### src/rtl/apb_cmd_master_pkg.sv
// Shared types and constants for the APB command initiator and its helpers.
package apb_cmd_master_pkg;

    typedef enum logic [1:0] {
        ST_IDLE   = 2'd0,
        ST_SETUP  = 2'd1,
        ST_ACCESS = 2'd2,
        ST_RESP   = 2'd3
    } state_t;

    localparam int APB_ADDR_W      = 32;
    localparam int DEFAULT_TIMEOUT = 16;

    // A limit of 0 means "never expire"; keep at least one bit so the counter stays legal.
    function automatic int timer_width(input int limit);
        return (limit > 0) ? $clog2(limit + 1) : 1;
    endfunction

endpackage

### src/rtl/apb_wait_timer.sv
// Saturating wait-state counter with synchronous clear/enable and an expired flag.
module apb_wait_timer
    import apb_cmd_master_pkg::*;
#(
    parameter int LIMIT = DEFAULT_TIMEOUT
) (
    input  logic pclk,
    input  logic preset_n,
    input  logic i_clr,
    input  logic i_en,
    output logic o_expired
);

    localparam int CW = timer_width(LIMIT);
    localparam logic [CW-1:0] LAST = CW'((LIMIT > 0) ? LIMIT - 1 : 0);
    localparam logic [CW-1:0] MAX  = CW'(LIMIT);

    logic [CW-1:0] r_count;

    always_ff @(posedge pclk or negedge preset_n) begin
        if (!preset_n) begin
            r_count <= '0;
        end else if (i_clr) begin
            r_count <= '0;
        end else if (i_en && (r_count != MAX)) begin
            r_count <= r_count + CW'(1);
        end
    end

    // Flags the final permitted wait cycle so the caller can abort on that edge.
    assign o_expired = (LIMIT != 0) && (r_count == LAST);

endmodule

### src/rtl/apb_cmd_master.sv
// APB initiator: one command in, one SETUP/ACCESS transfer out, one response back.
module apb_cmd_master
    import apb_cmd_master_pkg::*;
#(
    parameter int WIDTH   = 128,
    parameter int TIMEOUT = DEFAULT_TIMEOUT
) (
    input  logic                  pclk,
    input  logic                  preset_n,
    input  logic                  cmd_valid,
    output logic                  cmd_ready,
    input  logic                  cmd_write,
    input  logic [APB_ADDR_W-1:0] cmd_addr,
    input  logic [WIDTH-1:0]      cmd_wdata,
    output logic                  rsp_valid,
    input  logic                  rsp_ready,
    output logic [WIDTH-1:0]      rsp_rdata,
    output logic                  rsp_err,
    output logic [APB_ADDR_W-1:0] paddr,
    output logic                  psel,
    output logic                  penable,
    output logic                  pwrite,
    output logic [WIDTH-1:0]      pwdata,
    input  logic [WIDTH-1:0]      prdata,
    input  logic                  pready
);

    state_t                r_state;
    logic [APB_ADDR_W-1:0] r_paddr;
    logic                  r_psel;
    logic                  r_penable;
    logic                  r_pwrite;
    logic [WIDTH-1:0]      r_pwdata;
    logic                  r_rsp_valid;
    logic [WIDTH-1:0]      r_rsp_rdata;
    logic                  r_rsp_err;
    logic                  w_expired;

    apb_wait_timer #(
        .LIMIT(TIMEOUT)
    ) u_timer (
        .pclk      (pclk),
        .preset_n  (preset_n),
        .i_clr     (r_state == ST_SETUP),
        .i_en      ((r_state == ST_ACCESS) && !pready),
        .o_expired (w_expired)
    );

    always_ff @(posedge pclk or negedge preset_n) begin
        if (!preset_n) begin
            r_state     <= ST_IDLE;
            r_paddr     <= '0;
            r_psel      <= 1'b0;
            r_penable   <= 1'b0;
            r_pwrite    <= 1'b0;
            r_pwdata    <= '0;
            r_rsp_valid <= 1'b0;
            r_rsp_rdata <= '0;
            r_rsp_err   <= 1'b0;
        end else begin
            case (r_state)
                ST_IDLE: begin
                    if (cmd_valid) begin
                        r_paddr   <= cmd_addr;
                        r_pwrite  <= cmd_write;
                        r_pwdata  <= cmd_write ? cmd_wdata : '0;
                        r_psel    <= 1'b1;
                        r_penable <= 1'b0;
                        r_state   <= ST_SETUP;
                    end
                end
                ST_SETUP: begin
                    r_penable <= 1'b1;
                    r_state   <= ST_ACCESS;
                end
                ST_ACCESS: begin
                    if (pready) begin
                        r_rsp_rdata <= r_pwrite ? '0 : prdata;
                        r_rsp_err   <= 1'b0;
                        r_rsp_valid <= 1'b1;
                        r_psel      <= 1'b0;
                        r_penable   <= 1'b0;
                        r_state     <= ST_RESP;
                    end else if (w_expired) begin
                        r_rsp_rdata <= '0;
                        r_rsp_err   <= 1'b1;
                        r_rsp_valid <= 1'b1;
                        r_psel      <= 1'b0;
                        r_penable   <= 1'b0;
                        r_state     <= ST_RESP;
                    end
                end
                ST_RESP: begin
                    // Address/data stay parked; only psel qualifies them on the bus.
                    if (rsp_ready) begin
                        r_rsp_valid <= 1'b0;
                        r_rsp_rdata <= '0;
                        r_rsp_err   <= 1'b0;
                        r_state     <= ST_IDLE;
                    end
                end
                default: r_state <= ST_IDLE;
            endcase
        end
    end

    assign cmd_ready = (r_state == ST_IDLE);
    assign paddr     = r_paddr;
    assign psel      = r_psel;
    assign penable   = r_penable;
    assign pwrite    = r_pwrite;
    assign pwdata    = r_pwdata;
    assign rsp_valid = r_rsp_valid;
    assign rsp_rdata = r_rsp_rdata;
    assign rsp_err   = r_rsp_err;

endmodule
### config.mk
export PLATFORM = sky130hd
export DESIGN_NAME = apb_cmd_master
export DESIGN_NICKNAME = d
export VERILOG_FILES = /design/src/rtl/apb_cmd_master_pkg.sv /design/src/rtl/apb_wait_timer.sv /design/src/rtl/apb_cmd_master.sv
export SDC_FILE = /design/constraint.sdc
export NUM_CORES = 1
export LEC_CHECK = 0
export CORE_AREA = 2 2 229 231
export CTS_CLUSTER_SIZE = 40
export DETAILED_ROUTE_END_ITERATION = 10
export DIE_AREA = 0 0 231 233
export HOLD_SLACK_MARGIN = 0.1
export SYNTH_ARGS = -nofsm -noshare
export SYNTH_HDL_FRONTEND = slang
export SYNTH_HIERARCHICAL = 1
export SYNTH_SLANG_ARGS = --single-unit
### constraint.sdc
create_clock -name pclk -period 2.3 [get_ports pclk]
set_input_delay 0.345 -clock pclk [delete_from_list [all_inputs] [get_ports pclk]]
set_output_delay 0.345 -clock pclk [all_outputs]
set_load 0.03 [all_outputs]
# Yosys cells after proc, flatten, opt, wreduce, memory -nomap -nowiden
# Index checks and enable logic that the tools add are counted.
[word_totals] out_inout_bits=294 in_bits=294 reg_bits=300 elab_cells=57
[classes] n_addsub=1 eq_ne=8 n_reduce_logical=13 muxes=25
[op_table] operator="2-to-1 mux 128 bit" n=5
[op_table] operator="one-hot mux 128 bit (2 select lines)" n=1
[op_table] operator="AND reduction 3 bit" n=4
[op_table] operator="2-to-1 mux 5 bit" n=2
[op_table] operator="2-to-1 mux 1 bit" n=8
[op_table] operator="2-to-1 mux 2 bit" n=4
[op_table] operator="one-hot mux 2 bit (4 select lines)" n=1
[op_table] operator="one-hot mux 1 bit (2 select lines)" n=3
[op_table] operator="nonzero test 2 bit" n=3
[op_table] operator="adder 5 x 1 -> 5 bit (second input constant)" n=1
[op_table] operator="== test 5 x 4 -> 1 bit (second input constant)" n=1
[op_table] operator="inequality test 5 bit (second input constant)" n=1
[op_table] operator="== test 2 bit (second input constant)" n=2
[op_table] operator="inequality test 2 bit (second input constant)" n=2
[op_table] operator="inequality test 3 x 2 -> 1 bit (second input constant)" n=1
[op_table] operator="one-hot mux 1 bit (3 select lines)" n=1
[op_table] operator="nonzero test 3 bit" n=1
[op_table] operator="== test 2 x 1 -> 1 bit (second input constant)" n=1
[op_table] operator="logical AND 1 bit" n=2
[op_table] operator="logical NOT 2 bit" n=1
[op_table] operator="AND reduction 2 bit" n=1
[op_table] operator="logical NOT 1 bit" n=1

# Depth between registers and ports, before layout
# Gate-level depths: netlist of the first run.
[depth] word_depth=5 ltp_mapped=8 mapped_depth_nobuf=6

# Cells and area by module
# The synthesis of the first run kept the hierarchy.
[by_module_without_submodules] module="apb_cmd_master" cells_per_inst=1271 seq_area_each_um2=7382.1 n_inst=1 area_each_um2=12260.5
[by_module_without_submodules] module="apb_wait_timer" cells_per_inst=30 seq_area_each_um2=125.1 n_inst=1 area_each_um2=292.8

# Worst setup path after synthesis of the first run
# OpenSTA, ideal clock, no wires.
[synth_timing] kind="register to register" from="reg u_timer.r_count[0]" to="reg r_rsp_rdata[100], in the netlist rsp_rdata[100]" path_buffers=2 path_stages_with_launch=9 t_required_ns=2.176 setup_ns=0.124 arrival_time_ns=1.746 period_less_slack_ns=1.870 path_slack_ns=0.430 cell_sequence="dfrtp_1 -> ha_1 -> and3_1 -> ha_1 -> nor3b_4 -> nor3_4 -> buf_6 -> buf_6 -> mux2i_1"
[synth_between] elab_chain_len=3
[synth_lines] item="start, declared" line_no="apb_wait_timer.sv:18" rtl="logic [CW-1:0] r_count;"
[synth_lines] item="start signal, assigned" line_no="apb_wait_timer.sv:26" rtl="r_count <= r_count + CW'(1);"
[synth_lines] item="== test 5 x 4 -> 1 bit" line_no="apb_wait_timer.sv:31" rtl="assign o_expired = (LIMIT != 0) && (r_count == LAST);"
[synth_lines] item="net w_expired" line_no="apb_cmd_master.sv:37" rtl="logic w_expired;"
[synth_lines] item="inequality test 3 x 2 -> 1 bit (no source line)"
[synth_lines] item="AND reduction 3 bit (no source line)"
[synth_lines] item="end signal, assigned" line_no="apb_cmd_master.sv:78" rtl="r_rsp_rdata <= r_pwrite ? '0 : prdata;"
[synth_lines] item="end, declared" line_no="apb_cmd_master.sv:35" rtl="logic [WIDTH-1:0] r_rsp_rdata;"
# The timed path passes the listed nets, and every way through them passes these cells.
# A chain may end at the register's enable or synchronous reset.

# Worst setup path in the final report of the first run
[layout_timing] from="reg r_state[0]" to="out cmd_ready"
[layout_between] elab_chain_len=1
[layout_lines] item="start, declared" line_no="apb_cmd_master.sv:28" rtl="state_t r_state;"
[layout_lines] item="start signal, assigned" line_no="apb_cmd_master.sv:51" rtl="r_state <= ST_IDLE;"
[layout_lines] item="start signal, assigned" line_no="apb_cmd_master.sv:69" rtl="r_state <= ST_SETUP;"
[layout_lines] item="start signal, assigned" line_no="apb_cmd_master.sv:74" rtl="r_state <= ST_ACCESS;"
[layout_lines] item="logical NOT 2 bit" line_no="apb_cmd_master.sv:107" rtl="assign cmd_ready = (r_state == ST_IDLE);"
[layout_lines] item="end, declared" line_no="apb_cmd_master.sv:11" rtl="output logic cmd_ready,"
# Every way passes these cells.

==> out/summary.md, run 1 <==
The logs give 0.00542 ns for the setup skew after layout and 0.0511 mm² for the placeable core region. Of the total power, registers draw 29.2%. The run gives 49.7% as the combinational share of power. In the routed design, unresolved DRC markers number 0. The end point of the worst hold path is pwdata[101].

STA classifies the critical path endpoint as an output pin. After synthesis, flip-flops and latches occupy 59.8% of the total area. The critical path startpoint category was a flip-flop. The net count of the finished layout is 2191. For the global routing usage summed across all routing layers, the log shows 15.7%. Measured along the y axis, the die boundary spans 233 µm. Summing the areas of all and, or, nand and nor instances in the mapped netlist gives 20.7% of the synthesized area. Dividing total power by cell area gives a power density of 1370 mW/mm². For the post-route standard cell area excluding fillers, the log shows 0.0207 mm². In the final layout, the multi-input gates occupy 0.00413 mm².

The tools report the die area as 0.0538 mm². H-tree depth reported by CTS: 2. Summing all flip-flop and latch instances after layout gives 0.00751 mm². Data on the critical path arrives at its endpoint at 1.82 ns.

For this design the static power due to leakage is 9.56 nW. The pre-antenna-repair detailed-routing pass consisted of 5 iterations. The critical path is of the reg2out type.

The wire length per cell after detailed routing works out to 16.7 µm. In this run the remaining antenna-violating nets after routing total 0. In this run the horizontal extent of the chip is 231 µm. The switching power of the nets came out at 11.6 mW. The HPWL after detailed placement is 32200 µm.

The area growth from synthesis to layout is 64.9%. Global routing finished with a remaining overflow of 0. The compound-gate portion of the synthesized area works out to 0.608%.

After the first detailed-routing iteration, the DRC count stood at 437. The average instance area after synthesis was 9.65 µm². Entering global routing, the biggest net connects 67 pins. No sink is reached through more buffers than the 3 on the longest clock path. The tools report the clock tree root buffer cell as clkbuf_16. Counting instances, the worst hold path has a depth of 3.

Counting flops with an async set or reset pin after synthesis yields a share of 100%. The number of port buffers was 587. VDD sags by at most 782 µV. The clock transition at the registers of the reported paths was 0.06 ns; the post-synthesis mux area share was 10.6%.

Actual transition at the worst max-transition pin: 0.532 ns. The number of cells on the worst reg-to-reg path is 8. The most common cell after layout, fill and taps aside is clkdlybuf4s50_1. Number of placement rows: 83.

In the synthesized netlist, the number of instances is 1301. The initial antenna violation count is 6. The synthesis-stage register bit count is 300.

Adder-cell area share of the yosys netlist: 0.797%. The synthesized netlist contains 31 unique library cells. The startpoint identified for the worst hold timing path is cmd_write.

The most used flip-flop cell after synthesis is dfrtp_1. After detailed routing, the number of vias per cell comes to 4.18. For the post-route core utilization, the log shows 40.5%. Across all layers, the routed design uses 10900 vias. In the layout the commonest cells are clkdlybuf4s50_1 (584), nand2_1 (486), dfrtp_1 (300). The first-pass GRT wire length was 65800 µm; the number of enable-type register cells in the synthesized netlist was 0.

For the I/O pin total, the log shows 588. The main combinational cell family by area after synthesis is simple AND/OR/NAND/NOR gates. In this run the cell area measured after placement is 0.0194 mm². The startpoint identified for the worst register-to-register timing path is u_timer/r_count[0]. TritonCTS built the clock tree. Synthesis produced a netlist with a net count of 1603. The clock network burns 21.2% of the power.

The internal power of the cells was 16.8 mW; the part of the cycle the worst path needs was 94.2%. Net switching is 40.9% of the power. The endpoint identified for the worst register-to-register timing path is rsp_rdata[76]. At the end of routability-driven placement, the weighted congestion stood at 0.839. Setup repair after global routing left no endpoint under its margin. Number of setup violations in the final report: 0. For the highest clock rate, the log shows 462 MHz. At the later pin of the worst-skew pair, clock insertion delay measures 0.53 ns. The logs give 37 for the number of buffers added by the clock tree synthesis step and 0 ns for the aggregate negative setup slack. The setup check on the worst reg-to-reg path leaves a slack of 0.18 ns. In the final layout, the share of cells above drive strength 1 is 5.84%. The via count of the first global-routing pass is 11300.

The worst min-delay path class was in2reg. The worst pin sits at a relative slew slack of 64.4%. For this design, the sink count on the clock tree is 300. For the number of maximum-capacitance constraint violations, the log shows 0. After synthesis the cells add up to 0.0126 mm². The flow ran to the end, and the final reports show no timing, DRC or antenna violations. The shortest clock period the worst path allows after layout was 2.17 ns; the number of max-slew violations in the final report was 0. The count of warnings emitted by yosys came out at 6. The tools report the final total power as 28.4 mW. The run gives 24.6% as the starting density of the core.

The xor and xnor fraction of the mapped netlist area was 0.0698%; the final count of hold timing violations was 0. The required time at the worst-slack endpoint was 1.96 ns; the number of filler cells placed in the layout was 5026. The largest fanout of any net on the critical path works out to 5.

Aggregate routed wire length: 43400 µm.
[area by class of cell]
| type | instances | area share (%) |
|---|---|---|
| clock inverters | 9 | 0.399 |
| diodes | 1 | 0.0121 |
| repair buffers | 626 | 31.0 |
| flip-flops and latches | 300 | 36.3 |
| multi-input cells | 788 | 20.0 |
| well taps | 680 | 4.11 |
| inverters | 136 | 2.47 |
| clock buffers | 58 | 5.83 |
[registers in the layout, indices dropped and copies added, names as in the netlist, 2 cells and up]
name / count
paddr: 32
pwdata: 128
r_state: 2
u_timer/r_count: 5
rsp_rdata: 128
[how the worst max path moves through the flow]
stage | start | slack [ns] | endpoint | cells after the start
floorplan | u_timer/r_count[0] | 0.43 | rsp_rdata[100] | 8
global placement | u_timer/r_count[0] | 0.25 | rsp_rdata[50] | 8
detailed placement | u_timer/r_count[1] | 0.18 | rsp_rdata[111] | 8
CTS | r_state[0] | 0.08 | cmd_ready | 3
global route | r_state[0] | 0.02 | cmd_ready | 3
finish | r_state[0] | 0.13 | cmd_ready | 3
[power by group through the flow]
stage	clock (mW)	combinational, mW	sequential, mW
floorplan	0	4.54	11.9
global placement	0	14.2	8.30
detailed placement	0	14.3	8.38
CTS	6.24	14.3	8.33
global route	6.46	15.1	8.55
finish	6.02	14.1	8.29
[stage by stage]
step / cells / hold WS [ns] / setup WS [ns]
after CTS: 2597 / 0.250 / 0.0827
after detailed placement: 2529 / 0.348 / 0.176
after global placement: 2529 / 0.336 / 0.249
after floorplan: 1301 / 0.0494 / 0.430
after global routing: 2597 / 0.266 / 0.0208
final: 2598 / 0.270 / 0.133
[logic make-up after synthesis]
logic type | after synthesis
adders and majority gates | 8
DFF | 300
and+or+nand+nor | 636
buffers and inverters | 213
muxes | 132
AOI/OAI and AO/OA | 11
xor gates and xnor gates | 1
[repair_timing]
| action | in CTS | in global routing |
|---|---|---|
| gates resized for setup | 1 | 0 |
| setup endpoints to repair | 1 | 0 |
| setup buffers | 0 | 0 |
| hold endpoints to repair | 47 | 0 |
| hold buffers | 1 | 0 |
[critical path: stages, from the launching register on]
cell and delay, ns:
dfrtp_1 0.43, inv_1 0.11, ha_1 0.29, dlygate4sd2_1 0.46
[metal layers]
layer	GRT usage, %	share of wire (%)	up-vias
met5	0	0.15	-
met4	4.35	2.2	10
met3	6.89	11	67
met2	26.4	48	442
met1	18.0	39	5120
li1	-	-	5219
[synth_stat cells, types with 3 or more instances]
cell type  count  area share (%)
buf_2         25             1.0
buf_6         13             1.2
clkbuf_1      38             1.1
dfrtp_1      300              60
ha_1           8            0.80
inv_1        136             4.1
mux2i_1      129              10
nand2_1      487              15
nand3_1      128             5.1
nor2_1         7            0.21
nor2b_1        4            0.20
o21ai_0        3            0.12
Note: power is estimated with default switching activity, not from simulation.
==> inputs of run 2 (changes only) <==
--- a/config.mk
+++ b/config.mk
@@ -9,6 +9,7 @@
 export CTS_CLUSTER_SIZE = 40
 export DETAILED_ROUTE_END_ITERATION = 10
 export DIE_AREA = 0 0 231 233
+export GPL_TIMING_DRIVEN = 0
 export HOLD_SLACK_MARGIN = 0.1
 export SYNTH_ARGS = -nofsm -noshare
 export SYNTH_HDL_FRONTEND = slang
==> run 2 against run 1 <==
  * Clock power is 4.3% lower
  * Sequential power hardly changed
  * Setup slack better by 0.015 ns
  * Critical path type unchanged
  * Global-route usage is 1.0 points higher
==> out/summary.md, run 2 (same netlist as run 1, synthesis figures left out) <==
The residual antenna-violating net count after detailed routing is 0 (unchanged). The worst setup path is launched from a flip-flop. Via count of the first global-routing pass: 11800 (+4.5%). The critical path goes through inv_1 -> ha_1 -> dlygate4sd2_1.

The final count of hold timing violations came out at 0 (unchanged). Worst min-delay path class: in2reg. For the clock network latency to the later pin of the worst-skew pair, the log shows 0.54 ns (about the same). The number of maximum-capacitance constraint violations is 0 (unchanged).

The setup slack on the worst flop-to-flop path was 0.18 ns (about the same); the final HPWL from detailed placement was 35800 µm (+11%). The logs give 16.4 mW (-2.2%) for the internal power of the cells and 69300 µm (+5.3%) for the first-pass GRT wire length. The count of buffer and inverter cells on the critical path is 2 (unchanged). The tools report the DRC marker count from the first detailed-route iteration as 385 (-12%). The shortest clock period the worst path allows after layout was 2.15 ns (-0.0154 ns); the I/O pin total was 588 (unchanged). The global routing usage summed across all routing layers is 16.7% (+1.0 points), and the highest clock rate is 465 MHz (+0.72%).

The switching portion of total power came out at 41.9% (+1.1 points). The run gives 20.4% (-0.8 points) as the part of the power in the clock network. In the layout the commonest cells are clkdlybuf4s50_1 (584), nand2_1 (486), dfrtp_1 (300).

The die area is 0.0538 mm² (unchanged). The tools report the H-tree depth reported by CTS as 2 (unchanged). Path depth of the worst reg2reg path: 8 (unchanged). The cell type of the slowest stage on the worst timing path was dlygate4sd2_1. Relative to the synthesized area, the layout overhead comes to 63.8%. The run gives 11.9 mW (+2.2%) as the switching power of the nets. The tools report the launching instance or port of the critical path as r_state[0].

The run gives 0 (unchanged) as the number of remaining DRC errors. The relative slew slack came out at 48.5% (-16 points). The run gives 0.821 (-2.1%) as the final weighted congestion in routability-driven placement.

The final global-route overflow total is 0 (unchanged), and the number of setup violations in the final report is 0 (unchanged). The tools report the combinational share of power as 50.3% (+0.6 points). The starting density of the core was 24.6% (unchanged). The maximum VDD drop is 789 µV (+0.85%), and the clock transition at the registers of the reported paths is 0.06 ns (about the same).

For the number of max-slew violations in the final report, the log shows 0 (unchanged). For the pre-CTS setup slack, the log shows -0.356 ns (-0.532 ns). The run finished with clean final reports.

The total number of cells along the worst setup path is 3 (unchanged). The run gives 300 (unchanged) as the CTS sink count. Maximum number of pins on one net before global-route repair: 114 (+70%). The biggest cell delay along the critical path works out to 0.46 ns (about the same). The required time at the worst-slack endpoint is 1.96 ns (about the same). The maximum clock insertion buffer count is 3 (unchanged), and the part of the total power dissipated in sequential elements is 29.3% (about the same).

The actual transition at the worst max-transition pin came out at 0.773 ns (+0.241 ns). The arrival time at the worst endpoint was 1.81 ns (about the same); the count of vias placed by the detailed router was 11100 (+2.2%). The number of placement rows was 83 (unchanged); the leakage power figure was 9.53 nW (-0.33%). The final total power was 28.3 mW (-0.41%); the aggregate routed wire length was 46000 µm (+6.2%). The most critical setup path has its endpoint at cmd_ready. The startpoint identified for the worst register-to-register timing path is u_timer/r_count[0]. For the number of buffers added by the clock tree synthesis step, the log shows 37 (unchanged). The number of port buffers was 586 (-0.17%); the chip height was 233 µm (unchanged). The largest fanout of any net on the critical path is 5 (unchanged). Part of the cycle the worst path needs: 93.5% (-0.67 points). The number of filler cells placed in the layout came out at 5146 (+2.4%). The library cell used most frequently in the layout, excluding fill and tap cells, is clkdlybuf4s50_1.

The worst register-to-register path ends at rsp_rdata[30]. TritonCTS built the clock tree. The cell sitting at the root of the clock tree is a clkbuf_16.

The worst setup path is of the reg2out kind. The run gives 3 (-3) as the initial antenna violation count. Grouping stages by cell kind, the critical path spends the most delay in buffers and inverters. The length of the first detailed-routing pass in iterations is 4 (-1), and the final setup slack of the worst path is 0.149 ns (+0.0154 ns). Setup repair after global routing left no endpoint under its margin. The wire length per cell after detailed routing came out at 17.5 µm (+4.7%). Die span in x: 231 µm (unchanged). The number of vias per cell works out to 4.21 (+0.76%). The total power density per cell area came out at 1380 mW/mm² (+0.28%).

The placeable core region was 0.0511 mm² (unchanged); the share of final-layout standard cells stronger than drive strength 1 was 5.68% (-0.16 points). The tools report the final net count as 2231 (+1.8%). The kind of end point of the critical path is an output pin. The setup skew after layout came out at 0.0148 ns (+0.00942 ns).
-- run 2: per-stage QoR --
stage | hold WS (ns) | setup TNS (ns) | std cells | area, µm² | util [%]
final | 0.231 | 0 | 2635 | 20600 | 40.2
after global routing | 0.261 | 0 | 2634 | 20600 | 40.2
after CTS | 0.186 | 0 | 2634 | 20500 | 40.2
after detailed placement | 0.417 | -19.18 | 2569 | 19300 | 37.8
after global placement | 0.451 | -3821.79 | 2567 | 19300 | 37.7
after floorplan | 0.0494 | 0 | 1301 | 12600 | -
-- run 2: layout make-up --
| cell class | count | area [µm²] | share of cell area (%) |
|---|---|---|---|
| Sequential cell | 300 | 7510 | 36.5 |
| Timing Repair Buffer | 589 | 5930 | 28.9 |
| Multi-Input combinational cell | 788 | 4120 | 20.0 |
| Clock buffer | 57 | 1120 | 5.46 |
| Tap cell | 680 | 851 | 4.14 |
| Inverter | 136 | 510 | 2.48 |
| Buffer | 77 | 440 | 2.14 |
| Clock inverter | 7 | 71.3 | 0.347 |
| Antenna cell | 1 | 2.50 | 0.0122 |
-- run 2: timing repair --
item | 4_1_cts | 5_1_grt
endpoints found under the hold margin | 84 | 0
setup endpoints to repair | 91 | 86
hold buffers | 1 | 0
buffers inserted | 0 | 0
resized for setup | 6 | 16
-- run 2: worst min-delay path by stage --
| stage | from | to | slack (ns) | cells past startpoint |
|---|---|---|---|---|
| after floorplan | preset_n | paddr[0] | 0.05 | 0 |
| after global placement | pwdata[44] | pwdata[44] | 0.45 | 2 |
| after detailed placement | preset_n | rsp_rdata[68] | 0.42 | 1 |
| after global routing | cmd_write | pwrite | 0.26 | 3 |
| final | cmd_write | pwrite | 0.23 | 3 |
| after CTS | cmd_write | pwrite | 0.19 | 3 |
-- run 2: power groups by stage --
| stage | clock, mW | sequential, mW | combinational, mW |
|---|---|---|---|
| floorplan | 0 | 11.9 | 4.54 |
| global placement | 0 | 8.31 | 14.3 |
| detailed placement | 0 | 8.35 | 14.4 |
| CTS | 5.98 | 8.31 | 14.5 |
| global route | 6.19 | 8.53 | 15.3 |
| finish | 5.76 | 8.30 | 14.3 |
-- run 2: layer usage --
layer  track usage [%]  part of all wire (%)  routed length, µm  vias up
li1                  -                     -                  -     5319
met5                 0                 0.052                 24        -
met4              4.29                   2.0                921        4
met3              7.51                    11               5070       63
met2              29.3                    49              22500      452
met1              18.2                    38              17600     5258
-- run 2: worst reg2reg max path, stage by stage (launching register included) --
cell,delay [ns]
dfrtp_1,0.39
ha_1,0.20
and3_1,0.17
ha_1,0.23
nor3b_4,0.09
nor3_4,0.27
buf_6,0.23
buf_6,0.21
mux2i_1,0.22
==> inputs of run 3 (changes only) <==
--- a/config.mk
+++ b/config.mk
@@ -5,13 +5,12 @@
 export SDC_FILE = /design/constraint.sdc
 export NUM_CORES = 1
 export LEC_CHECK = 0
-export CORE_AREA = 2 2 229 231
+export CORE_AREA = 2 2 230 232
 export CTS_CLUSTER_SIZE = 40
 export DETAILED_ROUTE_END_ITERATION = 10
-export DIE_AREA = 0 0 231 233
+export DIE_AREA = 0 0 232 234
 export GPL_TIMING_DRIVEN = 0
 export HOLD_SLACK_MARGIN = 0.1
 export SYNTH_ARGS = -nofsm -noshare
 export SYNTH_HDL_FRONTEND = slang
-export SYNTH_HIERARCHICAL = 1
 export SYNTH_SLANG_ARGS = --single-unit
==> run 3 against run 2 <==
  * Non-clock buffer count is the same
  * Combinational power grew 8%
  * Die area grew 0.86%
  * Flip-flop and latch count is the same
  * Via count shrank 7.3%
  * Clock skew shrank 0.0041 ns
  * Wire length shrank 6.3%
  * Sequential power grew 8.8%
  * Setup slack lost 0.0024 ns
  * Worst hold slack gained 0.094 ns
  * Sequential share of layout area grew 1.9 points
  * Critical path type is now reg2reg
==> out/summary.md, run 3 <==
The chip height works out to 234 µm (+0.43%). The final count of hold timing violations was 0 (unchanged); the placeable core region was 0.0520 mm² (+1.8%). The run gives 0.0114 mm² (-8.9%) as the synthesized area. The cell type of the slowest stage on the worst timing path is buf_1. TritonCTS built the clock tree. The path depth of the worst reg2reg path was 6 (-2); the final net count was 1976 (-11%).

The starting density of the core is 22.0% (-2.6 points). The cell with the most instances after synthesis is nand2_1. The DRC marker count from the first detailed-route iteration came out at 454 (+18%). The post-route standard cell area excluding fillers is 0.0195 mm² (-5.0%). By count the netlist is led by nand2_1 (359), dfrtp_1 (300), nand3_1 (129), a22o_1 (128), clkbuf_1 (48). The CTS sink count was 300 (unchanged); the aggregate routed wire length was 43100 µm (-6.3%).

The endpoint identified for the worst register-to-register timing path is rsp_rdata[52]. The aggregate negative setup slack is 0 ns (unchanged), and the number of enable-type register cells in the synthesized netlist is 0 (unchanged). The wire length per cell after detailed routing is 18.1 µm (+3.3%). The via count of the first global-routing pass was 10800 (-8.6%).

The library cell used most frequently in the layout, excluding fill and tap cells, is clkdlybuf4s50_1. STA classifies the critical path endpoint as a flip-flop. Startpoint of the worst register-to-register path: r_state[0].

The number of remaining DRC errors came out at 0 (unchanged). The number of setup buffers added after CTS was 0 (unchanged). The number of placement rows is 84 (+1.2%), and the leakage power figure is 9.05 nW (-5.1%).

The final global-route overflow total was 0 (unchanged); the shortest clock period the worst path allows after layout was 2.15 ns (+0.00235 ns). The tools report the critical path startpoint category as a flip-flop. The number of instances in the synthesized netlist was 1048 (-19%); the portion of the post-synthesis area used by sequential elements was 65.7% (+5.9 points). The run gives 30.5 mW (+7.6%) as the final total power. For the first-pass GRT wire length, the log shows 64200 µm (-7.4%). The standard cell area after detailed placement is 0.0182 mm² (-5.7%). The largest fanout of any net on the critical path works out to 10 (+5). The share of async-settable or async-resettable flops after synthesis was 100% (unchanged); the setup skew after layout was 0.0108 ns (-0.00407 ns).

The tools report the required time at the worst-slack endpoint as 2.75 ns (+0.79 ns). The logs give 0.855 (+4.1%) for the final weighted congestion in routability-driven placement and 0.146 ns (-0.00235 ns) for the final setup slack of the worst path. The clock transition at the registers of the reported paths was 0.06 ns (about the same). The logs give 2 (unchanged) for the H-tree depth reported by CTS and 29 (-6.5%) for the count of cell types in the netlist. The tools report the number of maximum-capacitance constraint violations as 0 (unchanged). Setup repair after global routing left no endpoint under its margin. In the synthesized netlist the dominant register cell turns out to be dfrtp_1. Clock tree root buffer cell: clkbuf_16. The worst slack on hold paths came out at 0.325 ns (+0.0942 ns). The number of setup violations in the final report was 0 (unchanged); the length of the first detailed-routing pass in iterations was 5 (+1). The post-synthesis cell type with the largest combined area is dfrtp_1.

The run gives 37.5% (-2.7 points) as the post-route core utilization. The layout overhead on the synthesized area came out at 70.9%. The logs give 0 (-6) for the count of warnings emitted by yosys and 1350 (-16%) for the net count after synthesis.

The pre-CTS setup slack was -1.02 ns (-0.659 ns). The worst hold path belongs to the class in2reg. The number of max-slew violations in the final report is 0 (unchanged), and the residual antenna-violating net count after detailed routing is 0 (unchanged). The relative slew slack is 39.0% (-9.5 points), and the die span in x is 232 µm (+0.43%). The maximum clock insertion buffer count was 3 (unchanged). The tools report the count of non-filler cells in the finished layout as 2388 (-9.4%). The number of vias per cell was 4.31 (+2.3%).

Share of the synthesized area in the top cell type: 65.7% (+5.9 points). The count of vias placed by the detailed router is 10300 (-7.3%). The part of the cycle the worst path needs works out to 93.6% (+0.10 points).

Traced cell by cell, the critical path runs through inv_1 -> ha_1 -> and4bb_2 -> buf_2 -> buf_1 -> a22o_1. The maximum number of pins on one net before global-route repair was 111 (-2.6%); the count of buffer and inverter cells on the critical path was 3 (+1). The total power density per cell area was 1560 mW/mm² (+13%).

The number of port buffers was 586 (unchanged); the share of final-layout standard cells stronger than drive strength 1 was 6.65% (+0.97 points). The tools report the launching instance or port of the critical path as r_state[0]. The worst setup path is of the reg2reg kind. The arrival time at the worst endpoint was 2.61 ns (+0.80 ns). The synthesis-stage register bit count was 300 (unchanged). For the area used by multi-input combinational logic, the log shows 0.00350 mm² (-15%). The logs give 4 (+1) for the initial antenna violation count and 0.0543 mm² (+0.86%) for the die area.

For the cell count after placement, the log shows 2324 (-9.5%). For the final HPWL from detailed placement, the log shows 33300 µm (-7.2%). The logs give 464 MHz (-0.11%) for the highest clock rate and 870 µV (+10%) for the maximum VDD drop. The logs give 0.52 ns (-0.02 ns) for the clock network latency to the later pin of the worst-skew pair and 36 (-2.7%) for the number of buffers added by the clock tree synthesis step.

Source of the worst hold timing path: cmd_write. In the post-synthesis netlist, the biggest area contributors are dfrtp_1 (66%), nand2_1 (12%), a22o_1 (9.8%). The I/O pin total came out at 588 (unchanged). The flow ran to the end, and the final reports show no timing, DRC or antenna violations. Kind of cell with the highest combined delay on the critical path: buffers and inverters. The average instance area after synthesis is 10.9 µm² (+13%), and the setup slack on the worst flop-to-flop path is 0.15 ns (-0.03 ns). The number of filler cells placed in the layout came out at 5150 (+0.078%). The top cell types in the final layout, fill and taps aside, are clkdlybuf4s50_1 (584), nand2_1 (359), dfrtp_1 (300). The actual transition at the worst max-transition pin works out to 0.916 ns (+0.143 ns). The end point of the critical path was rsp_rdata[52]. Sequential cell area in the final layout: 0.00751 mm² (unchanged). The global routing usage summed across all routing layers is 15.3% (-1.3 points), and the biggest cell delay along the critical path is 0.41 ns (-0.05 ns). The total number of cells along the worst setup path is 6 (+3).
run 3: cell types whose count changed in the layout (fill, tap and decap cells not counted), sizes merged, moves of 3 or more:
cell / change
a22o: +128
buf: -6
bufinv: +4
inv: -131
mux2i: -126
nand2: -128
o21ai: +3
run 3: worst min-delay path, stage by stage:
cell and delay [ns]:
clkbuf_1 0.26, nand3_1 0.15, nand2_1 0.05
run 3: how the worst min path moves through the flow:
stage	end	slack, ns	cells past startpoint
floorplan	paddr[0]	0.05	0
global placement	pwdata[30]	0.45	2
detailed placement	rsp_rdata[52]	0.40	1
CTS	pwdata[120]	0.29	3
global route	paddr[28]	0.33	3
finish	pwdata[127]	0.33	3
run 3: final cells by class:
type	count	area share, %
diodes	2	0.0256
plain buffers	77	2.24
clock buffers	51	5.57
clock inverters	11	0.935
inverters	6	0.115
multi-input cells	664	17.9
flip-flops and latches	300	38.4
well taps	688	4.41
repair buffers	589	30.4
run 3: timing repair:
item	in CTS	in global routing
hold buffers	1	0
pin swaps	0	0
gates resized for setup	7	34
endpoints found under the hold margin	83	0
setup endpoints to repair	162	175
run 3: layer usage:
metal	wire [µm]	part of all wire, %	global-route usage, %	vias to the layer above
met5	30	0.070	0	-
met4	1430	3.3	5.65	4
met3	4330	10	6.41	79
met2	21100	49	26.4	443
met1	16300	38	16.9	4962
li1	-	-	-	4803
run 3: report_power, final:
group          internal [mW]  leakage [nW]  switching, mW
clock network           3.84         0.629           2.24
registers               7.67          3.97           1.36
logic                   6.33          4.45           9.03
run 3: cell families (layout without fill, tap and decap cells):
logic type	count (synthesis)	after routing	synth area share [%]
muxes	6	6	0.558
and+or+nand+nor	512	512	18.7
buffers and inverters	84	734	3.80
AOI/OAI and AO/OA	138	138	10.4
DFF	300	300	65.7
adders and majority gates	8	8	0.876
other	0	2	0
